--- src/rtl/mem_port_arbiter.sv ---
// ---------------------------------------------------------------------------
// mem_port_arbiter
//
// Shares one single-outstanding memory port between the instruction-fetch
// requester and the load/store requester of the main pipeline.
//
// Data accesses win arbitration by default. A saturating starvation counter
// forces a fetch grant once STARVE_LIMIT data accesses have been accepted
// back-to-back while a fetch was waiting, so fetch always makes progress.
//
// A fetch in flight when FLUSH arrives is remembered as squashed; its
// response is consumed but never presented on INST_RVALID.
//
// Ports
//   CLK, RST         clock; synchronous active-high reset
//   FLUSH            pipeline flush, cancels the fetch in flight
//   INST_*           fetch requester: RDEN/RIADDR in, RVALID/ROADDR/RDATA out
//   MEM_WAIT         fetch request not accepted this cycle
//   DATA_*           load/store requester: RDEN/WREN/ADDR/WDATA/WSTRB in,
//                    RVALID/RDATA out
//   DATA_WAIT        data access not complete this cycle
//   M_*              memory port: REQ/WE/ADDR/WDATA/WSTRB out,
//                    READY/RVALID/RDATA in
// ---------------------------------------------------------------------------
`default_nettype none

module mem_port_arbiter #(
  parameter int STARVE_LIMIT = 4
) (
  input  logic        CLK,
  input  logic        RST,
  input  logic        FLUSH,
  // fetch side
  input  logic        INST_RDEN,
  input  logic [31:0] INST_RIADDR,
  output logic        INST_RVALID,
  output logic [31:0] INST_ROADDR,
  output logic [31:0] INST_RDATA,
  output logic        MEM_WAIT,
  // load/store side
  input  logic        DATA_RDEN,
  input  logic        DATA_WREN,
  input  logic [31:0] DATA_ADDR,
  input  logic [31:0] DATA_WDATA,
  input  logic [3:0]  DATA_WSTRB,
  output logic        DATA_RVALID,
  output logic [31:0] DATA_RDATA,
  output logic        DATA_WAIT,
  // memory port
  output logic        M_REQ,
  output logic        M_WE,
  output logic [31:0] M_ADDR,
  output logic [31:0] M_WDATA,
  output logic [3:0]  M_WSTRB,
  input  logic        M_READY,
  input  logic        M_RVALID,
  input  logic [31:0] M_RDATA
);

  localparam int CW = $clog2(STARVE_LIMIT + 1);
  localparam logic [CW-1:0] LIMIT = CW'(STARVE_LIMIT);

  typedef enum logic [1:0] {
    S_IDLE   = 2'd0,
    S_WAIT_I = 2'd1,   // fetch read outstanding
    S_WAIT_D = 2'd2    // load read outstanding
  } state_t;

  state_t          r_state;
  state_t          w_state_nxt;
  logic [CW-1:0]   r_starve;
  logic            r_squash;
  logic [31:0]     r_raddr;

  // -------------------------------------------------------------------------
  // Arbitration
  // -------------------------------------------------------------------------
  logic w_resp_i, w_resp_d;
  logic w_arb;
  logic w_inst_cand, w_data_cand;
  logic w_starved;
  logic w_gnt_i, w_gnt_d;
  logic w_acc_i, w_acc_ld, w_acc_st;

  assign w_resp_i    = (r_state == S_WAIT_I) && M_RVALID;
  assign w_resp_d    = (r_state == S_WAIT_D) && M_RVALID;

  // A new request may issue from IDLE, or in the very cycle the outstanding
  // read returns, which keeps back-to-back single-cycle reads at full rate.
  // Nothing issues while reset is held.
  assign w_arb       = !RST && ((r_state == S_IDLE) || w_resp_i || w_resp_d);

  assign w_inst_cand = INST_RDEN && !FLUSH;
  assign w_data_cand = DATA_RDEN || DATA_WREN;
  assign w_starved   = (r_starve == LIMIT);

  assign w_gnt_i     = w_arb && w_inst_cand && (!w_data_cand || w_starved);
  assign w_gnt_d     = w_arb && w_data_cand && !w_gnt_i;

  assign w_acc_i     = w_gnt_i && M_READY;
  assign w_acc_ld    = w_gnt_d && M_READY && !DATA_WREN;
  assign w_acc_st    = w_gnt_d && M_READY &&  DATA_WREN;

  // -------------------------------------------------------------------------
  // FSM: state register
  // -------------------------------------------------------------------------
  always_ff @(posedge CLK) begin
    if (RST) r_state <= S_IDLE;
    else     r_state <= w_state_nxt;
  end

  // -------------------------------------------------------------------------
  // FSM: next state
  // At an arbitration point the state is fully re-decided: a read acceptance
  // opens a response phase, anything else (store, stalled request, no
  // request) lands in IDLE. Outside arbitration points the state holds.
  // -------------------------------------------------------------------------
  always_comb begin
    w_state_nxt = r_state;
    if (w_arb) begin
      if (w_acc_i)       w_state_nxt = S_WAIT_I;
      else if (w_acc_ld) w_state_nxt = S_WAIT_D;
      else               w_state_nxt = S_IDLE;
    end
  end

  // -------------------------------------------------------------------------
  // FSM: outputs
  // -------------------------------------------------------------------------
  always_comb begin
    M_REQ       = w_gnt_i || w_gnt_d;
    M_WE        = w_gnt_d && DATA_WREN;
    M_ADDR      = 32'h0;
    if (w_gnt_i)      M_ADDR = INST_RIADDR;
    else if (w_gnt_d) M_ADDR = DATA_ADDR;
    M_WDATA     = M_WE ? DATA_WDATA : 32'h0;
    M_WSTRB     = M_WE ? DATA_WSTRB : 4'h0;

    // A FLUSH coinciding with the response kills it just like an earlier one.
    INST_RVALID = !RST && w_resp_i && !r_squash && !FLUSH;
    INST_ROADDR = r_raddr;
    INST_RDATA  = M_RDATA;

    DATA_RVALID = !RST && w_resp_d;
    DATA_RDATA  = M_RDATA;

    // Fetch is released on acceptance; data is released on completion
    // (store acceptance or load data), so a load issue cycle still waits.
    MEM_WAIT    = INST_RDEN && !w_acc_i;
    DATA_WAIT   = w_data_cand && !(w_acc_st || DATA_RVALID);
  end

  // -------------------------------------------------------------------------
  // Starvation counter, squash flag, return address
  // -------------------------------------------------------------------------
  always_ff @(posedge CLK) begin
    if (RST) begin
      r_starve <= '0;
      r_squash <= 1'b0;
      r_raddr  <= 32'h0;
    end else begin
      // Counts data wins over a waiting fetch; any gap in fetch demand or
      // a fetch acceptance restarts the count.
      if (!w_inst_cand || w_acc_i)
        r_starve <= '0;
      else if ((w_acc_ld || w_acc_st) && !w_starved)
        r_starve <= r_starve + 1'b1;

      // The squashed response still has to be drained from memory, so the
      // flag lives until that response shows up.
      if (r_state == S_WAIT_I) begin
        if (M_RVALID)   r_squash <= 1'b0;
        else if (FLUSH) r_squash <= 1'b1;
      end

      if (w_acc_i)
        r_raddr <= INST_RIADDR;
    end
  end

endmodule

`default_nettype wire

--- config.mk ---
export PLATFORM = sky130hd
export DESIGN_NAME = mem_port_arbiter
export DESIGN_NICKNAME = d
export VERILOG_FILES = /design/src/rtl/mem_port_arbiter.sv
export SDC_FILE = /design/constraint.sdc
export NUM_CORES = 1
export LEC_CHECK = 0
export BUFFER_PORTS_ARGS = -buffer_cell sky130_fd_sc_hd__buf_2
export CORE_AREA = 2 2 122 124
export DETAILED_ROUTE_END_ITERATION = 10
export DIE_AREA = 0 0 124 126
export HOLD_SLACK_MARGIN = 0.08
export PLACE_DENSITY = 0.48
export REMOVE_ABC_BUFFERS = 1
export SYNTH_ARGS = -nofsm -noshare
export SYNTH_HDL_FRONTEND = slang
export SYNTH_SLANG_ARGS = --single-unit
--- constraint.sdc ---
create_clock -name CLK -period 3 [get_ports CLK]
set_clock_uncertainty 0.2 [all_clocks]
set_input_delay 0.3 -clock CLK [delete_from_list [all_inputs] [get_ports CLK]]
set_output_delay 0.3 -clock CLK [all_outputs]
set_load 0.02 [all_outputs]
# Word level (Yosys, flattened, before mapping)
# Cells that the tools add are included.
# W data, S select, Z words.
[classes]
addsub = 1
n_mul = 0
n_div = 0
n_lt_le_gt_ge = 0
n_eq_ne = 3
shift = 0
mux = 8
bitwise_logic = 0
n_reduce_logical = 42
[op_table]
columns = ["op", "n"]
rows = [
  ["$mux W32", 3],
  ["$logic_and A1 B1 Y1", 20],
  ["$logic_not A1 Y1", 10],
  ["$logic_or A1 B1 Y1", 8],
  ["$mux W2", 2],
  ["$mux W4", 1],
  ["$add A3 B1 Y3 const B", 1],
  ["$eq A3 B3 Y1 const B", 1],
  ["$eq A2 B1 Y1 const B", 1],
  ["$eq A2 B2 Y1 const B", 1],
  ["$logic_not A2 Y1", 1],
  ["$mux W1", 2],
  ["$reduce_and A2 Y1", 1],
  ["$reduce_bool A2 Y1", 1],
  ["$reduce_or A2 Y1", 1],
]
[totals]
ff_bits = 38
latchBits = 0
mem_bits_rw = 0
mem_bits_ro = 0
input_bits = 140
out_inout_bits = 170
wordCells = 58
mem_count = 0

# Depth between registers and ports, before layout
# Gate-level depths: netlist of the first run.
[depth]
word_depth = 14
ltp_mapped = 8
depth_no_buf = 6

# Worst setup path before layout of the first run
# Ideal clock, no wire load.
[synth_path]
kind = "register -> output"
start = "register r_starve[0]"
end = "output DATA_WAIT"
arrival_ns = 1.590
required_time_ns = 2.500
path_slack_ns = 0.910
path_stages_with_launch = 7
n_path_buf = 1
cell_sequence = "dfxtp_1 > inv_1 > ha_1 > a31oi_1 > and2_1 > clkbuf_1 > a311oi_1"
[synth_via]
elab_chain_len = 10
[synth_rtl]
columns = ["item", "line_no", "rtl"]
rows = [
  ["start: declaration", "71", "logic [CW-1:0] r_starve;"],
  ["start signal: assignment", "167", "r_starve <= r_starve + 1'b1;"],
  ["$eq A3 B3 Y1", "95", "assign w_starved = (r_starve == LIMIT);"],
  ["$logic_or A1 B1 Y1", "97", "assign w_gnt_i = w_arb && w_inst_cand && (!w_data_cand || w_starved);"],
  ["$logic_and A1 B1 Y1", "97", ""],
  ["$logic_not A1 Y1", "98", "assign w_gnt_d = w_arb && w_data_cand && !w_gnt_i;"],
  ["$logic_and A1 B1 Y1", "98", ""],
  ["$logic_and A1 B1 Y1 (2 in a row)", "102", "assign w_acc_st = w_gnt_d && M_READY && DATA_WREN;"],
  ["$logic_or A1 B1 Y1", "150", "DATA_WAIT = w_data_cand && !(w_acc_st || DATA_RVALID);"],
  ["$logic_not A1 Y1", "150", ""],
  ["$logic_and A1 B1 Y1", "150", ""],
  ["end: declaration", "48", "output logic DATA_WAIT,"],
]
# No other way between the ends.

# Worst setup path after layout of the first run
[layout_path]
start = "register r_state[0]"
end = "output M_ADDR[6]"
[layout_via]
elab_chain_len = 11
elab_cells_between_ends = 15
classes_between = "eq/ne (2); mux (2); reduce/logical (11)"
[layout_rtl]
columns = ["item", "line_no", "rtl"]
rows = [
  ["start: declaration", "69", "state_t r_state;"],
  ["start signal: assignment", "109", "else r_state <= w_state_nxt;"],
  ["$eq A2 B1 Y1", "85", "assign w_resp_i = (r_state == S_WAIT_I) && M_RVALID;"],
  ["$logic_and A1 B1 Y1", "85", ""],
  ["$logic_or A1 B1 Y1", "91", "assign w_arb = !RST && ((r_state == S_IDLE) || w_resp_i || w_resp_d);"],
  ["$logic_or A1 B1 Y1 *", "91", ""],
  ["$logic_and A1 B1 Y1 *", "91", ""],
  ["$logic_and A1 B1 Y1 (2 in a row)", "97", ""],
  ["$logic_not A1 Y1", "98", ""],
  ["$logic_and A1 B1 Y1", "98", ""],
  ["$mux W32", "135", "else if (w_gnt_d) M_ADDR = DATA_ADDR;"],
  ["$mux W32 *", "134", "if (w_gnt_i) M_ADDR = INST_RIADDR;"],
  ["end: declaration", "52", "output logic [31:0] M_ADDR,"],
]
# Mark *: on every way between the ends. The rest lies on a longest branch, timed or not.

==> key figures, run 1 <==
Pwr
  • PwrDens: between 400 and 500 nW/um^2
  • Max VDD drop: 0.183 mV
  • Leak: 1.92 nW
  • Total power: 1.63 mW

STA
  • Max Freq: ~400 MHz
  • RSZ-0062 raised after global routing: false
  • Worst Tran Pin Value: ~0.44 ns
  • Hold Vio Cnt, Final: 0
  • Final min period: ~2.5 ns
  • Setup TNS: 0 ns
  • Final period util: between 80 and 90%
  • Slew Limit Fails: 0
  • Rel. slew slack: between 70% and 80%
  • Hold slack: 0.0857 ns
  • Final setup viols: 0

Cells and area
  • Final instance area: ~3900 sq um
  • Layout Nets: approximately 650
  • Fin util: between 20% and 30%
  • Diodes inserted: 0
  • Area delta synth->final: 43.5%
  • Layout cells sized above 1: ~46%
  • Filler cells: 1598

Logic synthesis
  • Ranking of synthesized cells by area: dfxtp_1, buf_4, a22o_1
  • Most common library cells after synthesis: buf_4, a21oi_1, and2_1, dfxtp_1, o21ai_0
  • Post-synth cell types: 34
  • Ys async rst share: 0%
  • Avg Inst Size Synth: approximately 7.8 sq um
  • Area of the mapped netlist: approximately 2700 sq um
  • FF+latch count, synth: 38
  • Yosys top cell area share: about 28%
  • Register area share after synthesis: 28.1%
  • Main flop type after synthesis: dfxtp_1
  • Post-Synthesis Cells: about 350
  • Most frequent cell after synthesis: buf_4
  • EDFF count, synth: 0
  • Cell accounting for the most synthesized area: dfxtp_1
  • Ys Warns: 0

Setup path
  • FF-to-FF setup slack: 0.88 ns
  • Reg2Reg Depth: 7
  • Crit path from: r_state[0]
  • R2R Path End: INST_ROADDR[9]
  • Critical path required time: roughly 2.5 ns
  • Slowest Stage Delay on Critical Path: about 0.36 ns
  • CP max-delay cell: o22ai_4
  • Startpoint Class: flop
  • Crit path DAT: roughly 2.0 ns
  • WS Path Type: flop to output port
  • Crit path max fanout: 29
  • FF-to-FF Start: r_starve[0]
  • Worst-path cell chain: nand2b_1 > o22ai_4 > and2_1 > buf_12 > a22o_1 > buf_2
  • Crit end category: output port

Global routing
  • First-pass GRT wire length: roughly 18000 um
  • Largest net degree at the start of global routing: 38
  • Total gr overflow: 0
  • Overall routing resource usage: about 15%
  • Vias in the first global route: a little over 3000
  • Initial antenna violation count: 0

Floorplan
  • Top Ports: 310
  • Starting Density: 18.9%
  • Die height: 126 um
  • DIE AREA: 15600 sq um
  • Chip width: about 120 um
  • Row cnt: 44
  • Core area: ~14000 sq um

Clocking
  • Setup repair bufs after CTS: 0
  • # clock sinks: 38
  • Clock Latency Late Sink: 0.28 ns
  • Clock Pin Slew Worst Setup and Hold Paths: approximately 0.060 ns
  • H-tree depth: 2
  • Root buffer cell: clkbuf_16
  • Number of CTS-inserted buffers: 5
  • Deepest clock path buffer count: 2
  • CTS tree: built

Drt
  • WL final: 12600 um
  • Drt wl/cell: about 18 um
  • Vias: ~3200
  • DRC Markers: 0
  • Drt first pass iters: 4
  • ANT nets after route: 0
  • Iteration-0 DRC Markers: about 120
  • Via/cell ratio: 4.60

Hold path
  • WHS Endpoint: INST_ROADDR[22]
  • Hold wc startpoint: INST_RIADDR[22]
  • Hold crit path type: input pin to flop
  • Hold depth: 3

Placed design
  • I/O Buffers: approximately 210
  • Placed cell area: between 3000 and 4000 sq um
  • GP Congestion: 0.767
  • Final HPWL DP: 9880 um

Flow run
  • MaxCap Viol Count: 0

Status
  • Status: finished clean
[repair_timing]
action	4_1_cts	5_1_grt
endpoints found under the hold margin	20	1
hold buffers	20	1
gates resized for setup	0	0
[layout make-up]
class	count	area (sq um)	share of cell area (%)
Multi-Input combinational cell	211	1320	33.9
Sequential cell	38	761	19.6
Tap cell	184	230	5.92
Inverter	5	18.8	0.483
Clock inverter	3	68.8	1.77
Clock buffer	5	125	3.22
Timing Repair Buffer	244	1360	35.1
[report_power, final]
group          switching, mW  internal (mW)
sequential           0.00290          0.510
combinational          0.240          0.174
clock                  0.226          0.478
[critical path: cells and delay by family, from the launching register on]
kind,cells,cell delay (ns)
AOI/OAI and AO/OA,2,0.53
and+or+nand+nor,2,0.50
DFF,1,0.32
buffers and inverters,2,0.37
[kinds of logic after synthesis]
family | after synthesis | share of synthesized area [%]
AO/OA/AOI/OAI | 118 | 27.8
adder cells (fa/ha/maj) | 2 | 0.924
buffers and inverters | 98 | 24.0
flip-flops | 38 | 28.1
AND/OR/NAND/NOR | 91 | 19.2
[cell usage in the layout (no fill, tap or decap)]
cell type and instances:
nor3_4 1, a311oi_1 1, or2_1 1, nand3_1 34
nor4_1 1, o22a_1 1, buf_2 213, o2bb2ai_1 1
dfxtp_1 38, and3_1 1, o31ai_1 1, o21ai_0 36
o22ai_1 1, nor2b_1 2, a31oi_1 1, inv_1 5
a2111oi_0 1, buf_4 9, a22o_1 32, a21oi_1 39
buf_12 1, o21a_1 1, o22ai_4 1, nor2_1 3
dlygate4sd3_1 21, bufinv_16 2, nand2b_1 2, nand2_1 3
a211oi_1 1, nand4_1 2, nor2b_2 1, nor3b_1 2
and2_1 38, ha_1 2, clkbuf_16 5, o311a_4 1
clkinv_4 1
[per-stage QoR]
stage | std cells | setup slack [ns]
floorplan | 254 | -0.645
global placement | 661 | 0.650
detailed placement | 661 | 0.589
CTS | 689 | 0.432
global route | 690 | 0.299
finish | 690 | 0.481
[sequential cells by signal (all words and copies together) (netlist names)]
signal       count
INST_ROADDR     32
r_starve         3
r_state          2
r_squash         1
[worst max path at each step]
stage | endpoint | slack [ns] | cells past startpoint
final | M_ADDR[6] | 0.48 | 6
after global routing | M_ADDR[6] | 0.30 | 6
after detailed placement | M_ADDR[6] | 0.59 | 7
after CTS | M_ADDR[6] | 0.43 | 6
after global placement | M_ADDR[24] | 0.65 | 7
after floorplan | DATA_WAIT | -0.65 | 4
[layer usage]
metal  wire length [um]  global-route usage (%)
met5                 49                    6.58
met4                117                    2.91
met1               4970                    17.6
met3               1720                    8.65
met2               5730                    24.1
(Power assumes the default switching activity.)
==> run 2: changes to the inputs <==
--- a/config.mk
+++ b/config.mk
@@ -10,7 +10,7 @@
 export DETAILED_ROUTE_END_ITERATION = 10
 export DIE_AREA = 0 0 124 126
 export HOLD_SLACK_MARGIN = 0.08
-export PLACE_DENSITY = 0.48
+export PLACE_DENSITY = 0.5
 export REMOVE_ABC_BUFFERS = 1
 export SYNTH_ARGS = -nofsm -noshare
 export SYNTH_HDL_FRONTEND = slang
==> constraint.sdc (replaced) <==
create_clock -name CLK -period 2.3 [get_ports CLK]
set_clock_uncertainty 0.2 [all_clocks]
set_input_delay 0.23 -clock CLK [delete_from_list [all_inputs] [get_ports CLK]]
set_output_delay 0.23 -clock CLK [all_outputs]
set_load 0.02 [all_outputs]
==> key figures, run 2 (synthesized netlist as in run 1, its figures left out) <==
Floorplan
  • DIE AREA: 15600 sq um (unchanged)
  • Core area: 14300 sq um (unchanged)
  • Die height: 126 um (unchanged)
  • Row cnt: 44 (unchanged)
  • Starting Density: 18.9% (unchanged)
  • Top Ports: 310 (unchanged)
  • Chip width: 124 um (unchanged)

STA
  • Hold Vio Cnt, Final: 0 (unchanged)
  • Slew Limit Fails: 0 (unchanged)
  • Max Freq: around 450 MHz
  • Rel. slew slack: 69.2% (-1.8 points)
  • Setup TNS: 0 ns (unchanged)
  • Worst Tran Pin Value: 0.461 ns (+0.0255 ns)
  • Final setup viols: 0 (unchanged)
  • Final min period: between 2 and 2.5 ns
  • Final period util: approximately 98%

Placed design
  • Placed cell area: 3520 sq um (+1.0%)
  • I/O Buffers: 213 (unchanged)
  • GP Congestion: 0.738 (-3.7%)
  • Final HPWL DP: 8940 um (-9.5%)

Setup path
  • Slowest Stage Delay on Critical Path: 0.33 ns (-0.03 ns)
  • WS Path Type: flop to output port
  • Worst-path cell chain: inv_1 > ha_4 > a21oi_4 > nor3_4 > buf_6 > buf_12 > a22o_1 > buf_4
  • Critical path required time: 1.87 ns (-0.63 ns)
  • CP max-delay cell: dfxtp_2
  • Crit end category: output port
  • Startpoint Class: flop
  • Crit path DAT: 1.82 ns (-0.20 ns)
  • Crit path max fanout: 16 (-45%)

Flow run
  • MaxCap Viol Count: 0 (unchanged)

Pwr
  • Leak: 2.08 nW (+8.4%)
  • Max VDD drop: 0.325 mV (+77%)
  • PwrDens: 482 nW/um^2 (+15%)

Clocking
  • Deepest clock path buffer count: 2 (unchanged)
  • Clock Pin Slew Worst Setup and Hold Paths: 0.06 ns (about the same)
  • CTS tree: built
  • Number of CTS-inserted buffers: 5 (unchanged)
  • Clock Latency Late Sink: 0.28 ns (about the same)
  • H-tree depth: 2 (unchanged)
  • # clock sinks: 38 (unchanged)
  • Root buffer cell: clkbuf_16

Global routing
  • Total gr overflow: 0 (unchanged)
  • Vias in the first global route: 3217 (+6.2%)
  • First-pass GRT wire length: 17600 um (-0.78%)
  • Largest net degree at the start of global routing: 33 (-13%)
  • Initial antenna violation count: 0 (unchanged)
  • Overall routing resource usage: 14.9% (-0.37 points)

Cells and area
  • Commonest cells after routing, fill and taps aside: buf_2, a21oi_1, and2_1
  • Commonest non-fill, non-tap cell in the layout: buf_2
  • Final instance area: 4280 sq um (+10%)
  • Diodes inserted: 0 (unchanged)
  • Max FFs per register: 32 (unchanged)
  • Layout cells sized above 1: 48.8% (+2.3 points)
  • Layout Nets: 676 (+4.5%)
  • Fin util: 29.9% (+2.7 points)
  • Area delta synth->final: 57.9%

Drt
  • Met3 WL: 1680 um (-2.4%)
  • Iteration-0 DRC Markers: 150 (+28%)
  • WL final: 13000 um (+3.0%)
  • ANT nets after route: 0 (unchanged)
  • DR top layer: met5
  • Via/cell ratio: 4.68 (+1.9%)
  • Drt first pass iters: 4 (unchanged)
  • Vias: 3367 (+6.1%)
  • Met2 wire length: 6150 um (+7.3%)
  • Drt wl/cell: 18.1 um (-1.1%)
  • M1 WL: 4930 um (-0.82%)
  • DRC Markers: 0 (unchanged)

Status
  • Status: finished clean

Hold path
  • Hold crit path type: input pin to flop
==> run 2: cell types whose count changed in the layout (fill, tap and decap cells not counted), sizes merged <==
cell,delta
clkinv,-1
bufinv,-1
clkbuf,+3
o311a,+4
buf,+10
dlygate4sd3,+14
==> run 2: area by class of cell <==
| class | instances | area, sq um |
|---|---|---|
| Inverter | 5 | 18.8 |
| Fill cell | 1532 | 10000 |
| Clock inverter | 1 | 30.0 |
| Clock buffer | 7 | 133 |
| Multi-Input combinational cell | 215 | 1460 |
| Sequential cell | 38 | 764 |
| Tap cell | 184 | 230 |
| Timing Repair Buffer | 269 | 1640 |
==> run 2: worst max-delay path: cells and delay by family (launching register included) <==
family | cells | cell delay (ns)
adders and majority gates | 1 | 0.20
and+or+nand+nor | 1 | 0.20
buffers and inverters | 4 | 0.54
AOI/OAI and AO/OA | 2 | 0.25
DFF | 1 | 0.33
==> run 2: final timing paths <==
path	from	endpoint	slack (ns)	cells after the start
hold / removal	M_READY	r_starve[2]	0.10	3
setup / recovery	r_starve[1]	M_ADDR[23]	0.05	8
hold reg to reg	INST_ROADDR[30]	INST_ROADDR[30]	0.27	2
setup reg to reg	r_starve[1]	INST_ROADDR[19]	0.43	7
==> run 2: timing repair <==
action | in CTS | in global routing
hold buffers | 35 | 0
setup buffers | 0 | 7
gates resized for setup | 10 | 19
hold endpoints to repair | 33 | 0
cloned | 2 | 3
endpoints found under the setup margin | 69 | 69
pin swaps | 2 | 3
==> run 2: layer usage <==
| layer | vias to the layer above | track usage (%) |
|---|---|---|
| li1 | 1546 | - |
| met1 | 1558 | 16.1 |
| met5 | - | 5.26 |
| met4 | 2 | 3.50 |
| met3 | 14 | 8.70 |
| met2 | 247 | 24.4 |
==> run 2: stage by stage <==
stage	power [mW]	std cells	hold WS, ns	worst slack [ns]
final	2.06	719	0.103	0.0544
after global routing	2.17	719	0.104	-0.0288
after CTS	2.06	709	0.0897	0.00620
after detailed placement	1.20	664	0.260	0.166
after global placement	1.20	664	0.260	0.152
after floorplan	0.936	254	0.0991	-1.28
==> run 2: power by group <==
part	switching (mW)	leakage, nW	internal, mW	total (mW)
clock	0.269	0.0781	0.513	0.782
combinational	0.334	1.70	0.277	0.611
sequential	0.00461	0.308	0.665	0.670
==> run 3: changes to the inputs <==
--- a/config.mk
+++ b/config.mk
@@ -6,11 +6,11 @@
 export NUM_CORES = 1
 export LEC_CHECK = 0
 export BUFFER_PORTS_ARGS = -buffer_cell sky130_fd_sc_hd__buf_2
-export CORE_AREA = 2 2 122 124
+export CORE_AREA = 4 4 117 119
 export DETAILED_ROUTE_END_ITERATION = 10
-export DIE_AREA = 0 0 124 126
+export DIE_AREA = 0 0 121 123
 export HOLD_SLACK_MARGIN = 0.08
-export PLACE_DENSITY = 0.5
+export PLACE_DENSITY = 0.55
 export REMOVE_ABC_BUFFERS = 1
 export SYNTH_ARGS = -nofsm -noshare
 export SYNTH_HDL_FRONTEND = slang
==> key figures, run 3 (synthesized netlist as in run 1, its figures left out) <==
Floorplan
  • Core area: 12600 sq um (-12%)
  • Starting Density: 21.6% (+2.6 points)
  • Chip width: 121 um (-2.4%)
  • Top Ports: 310 (unchanged)
  • Die height: 123 um (-2.4%)
  • Row cnt: 41 (-6.8%)
  • DIE AREA: 14900 sq um (-4.7%)

Drt
  • ANT nets after route: 0 (unchanged)
  • WL final: 15100 um (+16%)
  • Iteration-0 DRC Markers: 289 (+93%)
  • Via/cell ratio: 4.88 (+4.3%)
  • DRC Markers: 0 (unchanged)
  • Drt first pass iters: 6 (+2)
  • Vias: 3530 (+4.8%)
  • Drt wl/cell: 20.9 um (+16%)

Setup path
  • FF-to-FF setup slack: 0.04 ns (-0.39 ns)
  • Worst-path cell chain: inv_2 > ha_4 > a21oi_4 > nor3_4 > buf_6 > clkbuf_16 > a22o_1 > buf_6
  • Startpoint Class: flop
  • Slowest Stage Delay on Critical Path: 0.33 ns (about the same)
  • WS Path Type: flop to output port
  • R2R Path End: r_state[1]
  • FF-to-FF Start: r_starve[1]
  • Crit path DAT: 1.86 ns (+0.04 ns)
  • CP max-delay cell: dfxtp_2
  • Critical path's most frequent cell: buf_6
  • Reg2Reg Depth: 13 (+6)
  • Critical path required time: 1.87 ns (about the same)
  • Crit path max fanout: 8 (-8)
  • Crit end category: output port

STA
  • Worst Tran Pin Value: 0.429 ns (-0.0316 ns)
  • Final setup viols: 0 (unchanged)
  • Slew Limit Fails: 0 (unchanged)
  • Hold Vio Cnt, Final: 0 (unchanged)
  • Final min period: 2.29 ns (+0.0414 ns)
  • Rel. slew slack: 71.4% (+2.2 points)
  • Hold slack: 0.0974 ns (-0.00530 ns)
  • Final period util: 99.4% (+1.8 points)
  • Max Freq: 437 MHz (-1.8%)
  • RSZ-0062 raised after global routing: true

Cells and area
  • Layout cells sized above 1: 51.4% (+2.6 points)
  • Commonest cells after routing, fill and taps aside: buf_2, buf_4, a21oi_1
  • Max FFs per register: 32 (unchanged)
  • Commonest non-fill, non-tap cell in the layout: buf_2
  • Layout Nets: 692 (+2.4%)
  • Diodes inserted: 0 (unchanged)
  • Area delta synth->final: 70.0%
  • Finished Layout Cells: 723 (+0.56%)

Clocking
  • Root buffer cell: clkbuf_16
  • Clock Pin Slew Worst Setup and Hold Paths: 0.06 ns (about the same)
  • CTS tree: built
  • # clock sinks: 38 (unchanged)
  • Number of CTS-inserted buffers: 5 (unchanged)
  • Clock Latency Late Sink: 0.28 ns (about the same)
  • Deepest clock path buffer count: 2 (unchanged)
  • H-tree depth: 2 (unchanged)

Global routing
  • Vias in the first global route: 3313 (+3.0%)
  • Initial antenna violation count: 0 (unchanged)
  • Largest net degree at the start of global routing: 38 (+15%)
  • Total gr overflow: 0 (unchanged)
  • Overall routing resource usage: 16.5% (+1.6 points)
  • First-pass GRT wire length: 18800 um (+6.9%)

Placed design
  • Placed insts: 650 (-2.1%)
  • Final HPWL DP: 9480 um (+6.1%)
  • I/O Buffers: 213 (unchanged)
  • GP Congestion: 0.763 (+3.3%)

Pwr
  • PwrDens: 498 nW/um^2 (+3.2%)
  • Max VDD drop: 0.259 mV (-20%)
  • Leak: 2.22 nW (+6.3%)

Status
  • Status: finished clean

Flow run
  • MaxCap Viol Count: 0 (unchanged)

Hold path
  • WHS Endpoint: r_starve[2]
  • Hold depth: 3 (unchanged)
  • Hold crit path type: input pin to flop
  • Hold wc startpoint: M_READY
-- run 3: cell types whose count changed in the layout (fill, tap and decap cells not counted), moves of 2 or more --
cell	change
inv_1	-2
buf_2	-28
buf_6	+11
clkbuf_1	-2
buf_4	+30
inv_2	+2
clkbuf_16	+3
-- run 3: worst max path at each step --
stage	start	to	slack [ns]	cells past startpoint
after floorplan	r_state[1]	DATA_WAIT	-1.28	4
after global placement	FLUSH	M_WDATA[12]	0.19	6
after detailed placement	RST	M_ADDR[23]	0.17	7
after CTS	r_state[1]	M_WDATA[11]	-0.001	5
after global routing	r_state[1]	M_ADDR[22]	-0.07	6
final	r_starve[1]	M_ADDR[28]	0.01	8
-- run 3: final cells by class --
cell class | instances | area, sq um
clock buffers | 5 | 125
well taps | 172 | 215
clock inverters | 3 | 68.8
fillers | 1255 | 7960
inverters | 5 | 18.8
multi-input cells | 214 | 1460
repair buffers | 286 | 1950
flip-flops and latches | 38 | 768
-- run 3: per-stage QoR --
| step | utilization, % | setup TNS, ns | area, sq um | setup WS, ns | power (mW) |
|---|---|---|---|---|---|
| after global placement | 27.7 | 0 | 3490 | 0.195 | 1.20 |
| after detailed placement | 27.7 | 0 | 3490 | 0.167 | 1.20 |
| final | 36.6 | 0 | 4600 | 0.0130 | 2.29 |
| after global routing | 36.6 | -1.66 | 4600 | -0.0724 | 2.40 |
| after floorplan | - | -88.11 | 2080 | -1.28 | 0.936 |
| after CTS | 33.2 | -0.00143 | 4170 | -0.00143 | 2.21 |
-- run 3: critical path: cells and delay by family, from the launching register on --
| family | cells | cell delay (ns) |
|---|---|---|
| buffers and inverters | 4 | 0.53 |
| DFF | 1 | 0.33 |
| AOI/OAI and AO/OA | 2 | 0.28 |
| and+or+nand+nor | 1 | 0.24 |
| adders and majority gates | 1 | 0.20 |
-- run 3: repair_timing --
| item | 4_1_cts | 5_1_grt |
|---|---|---|
| pin swaps | 3 | 19 |
| resized for setup | 9 | 66 |
| setup endpoints to repair | 69 | 70 |
| endpoints found under the hold margin | 34 | 0 |
| hold buffers | 35 | 0 |
| gates cloned | 1 | 8 |
| setup buffers | 10 | 11 |
-- run 3: metal layers --
| layer | track usage [%] | share of wire [%] |
|---|---|---|
| met3 | 9.56 | 13 |
| met2 | 25.0 | 44 |
| met5 | 5.90 | 0 |
| met1 | 19.9 | 41 |
| met4 | 3.12 | 0.85 |
-- run 3: where the power goes --
part	switching [mW]	internal, mW	total, mW
logic	0.375	0.342	0.717
registers	0.00365	0.664	0.668
clock network	0.285	0.623	0.908
total	0.663	1.63	2.29
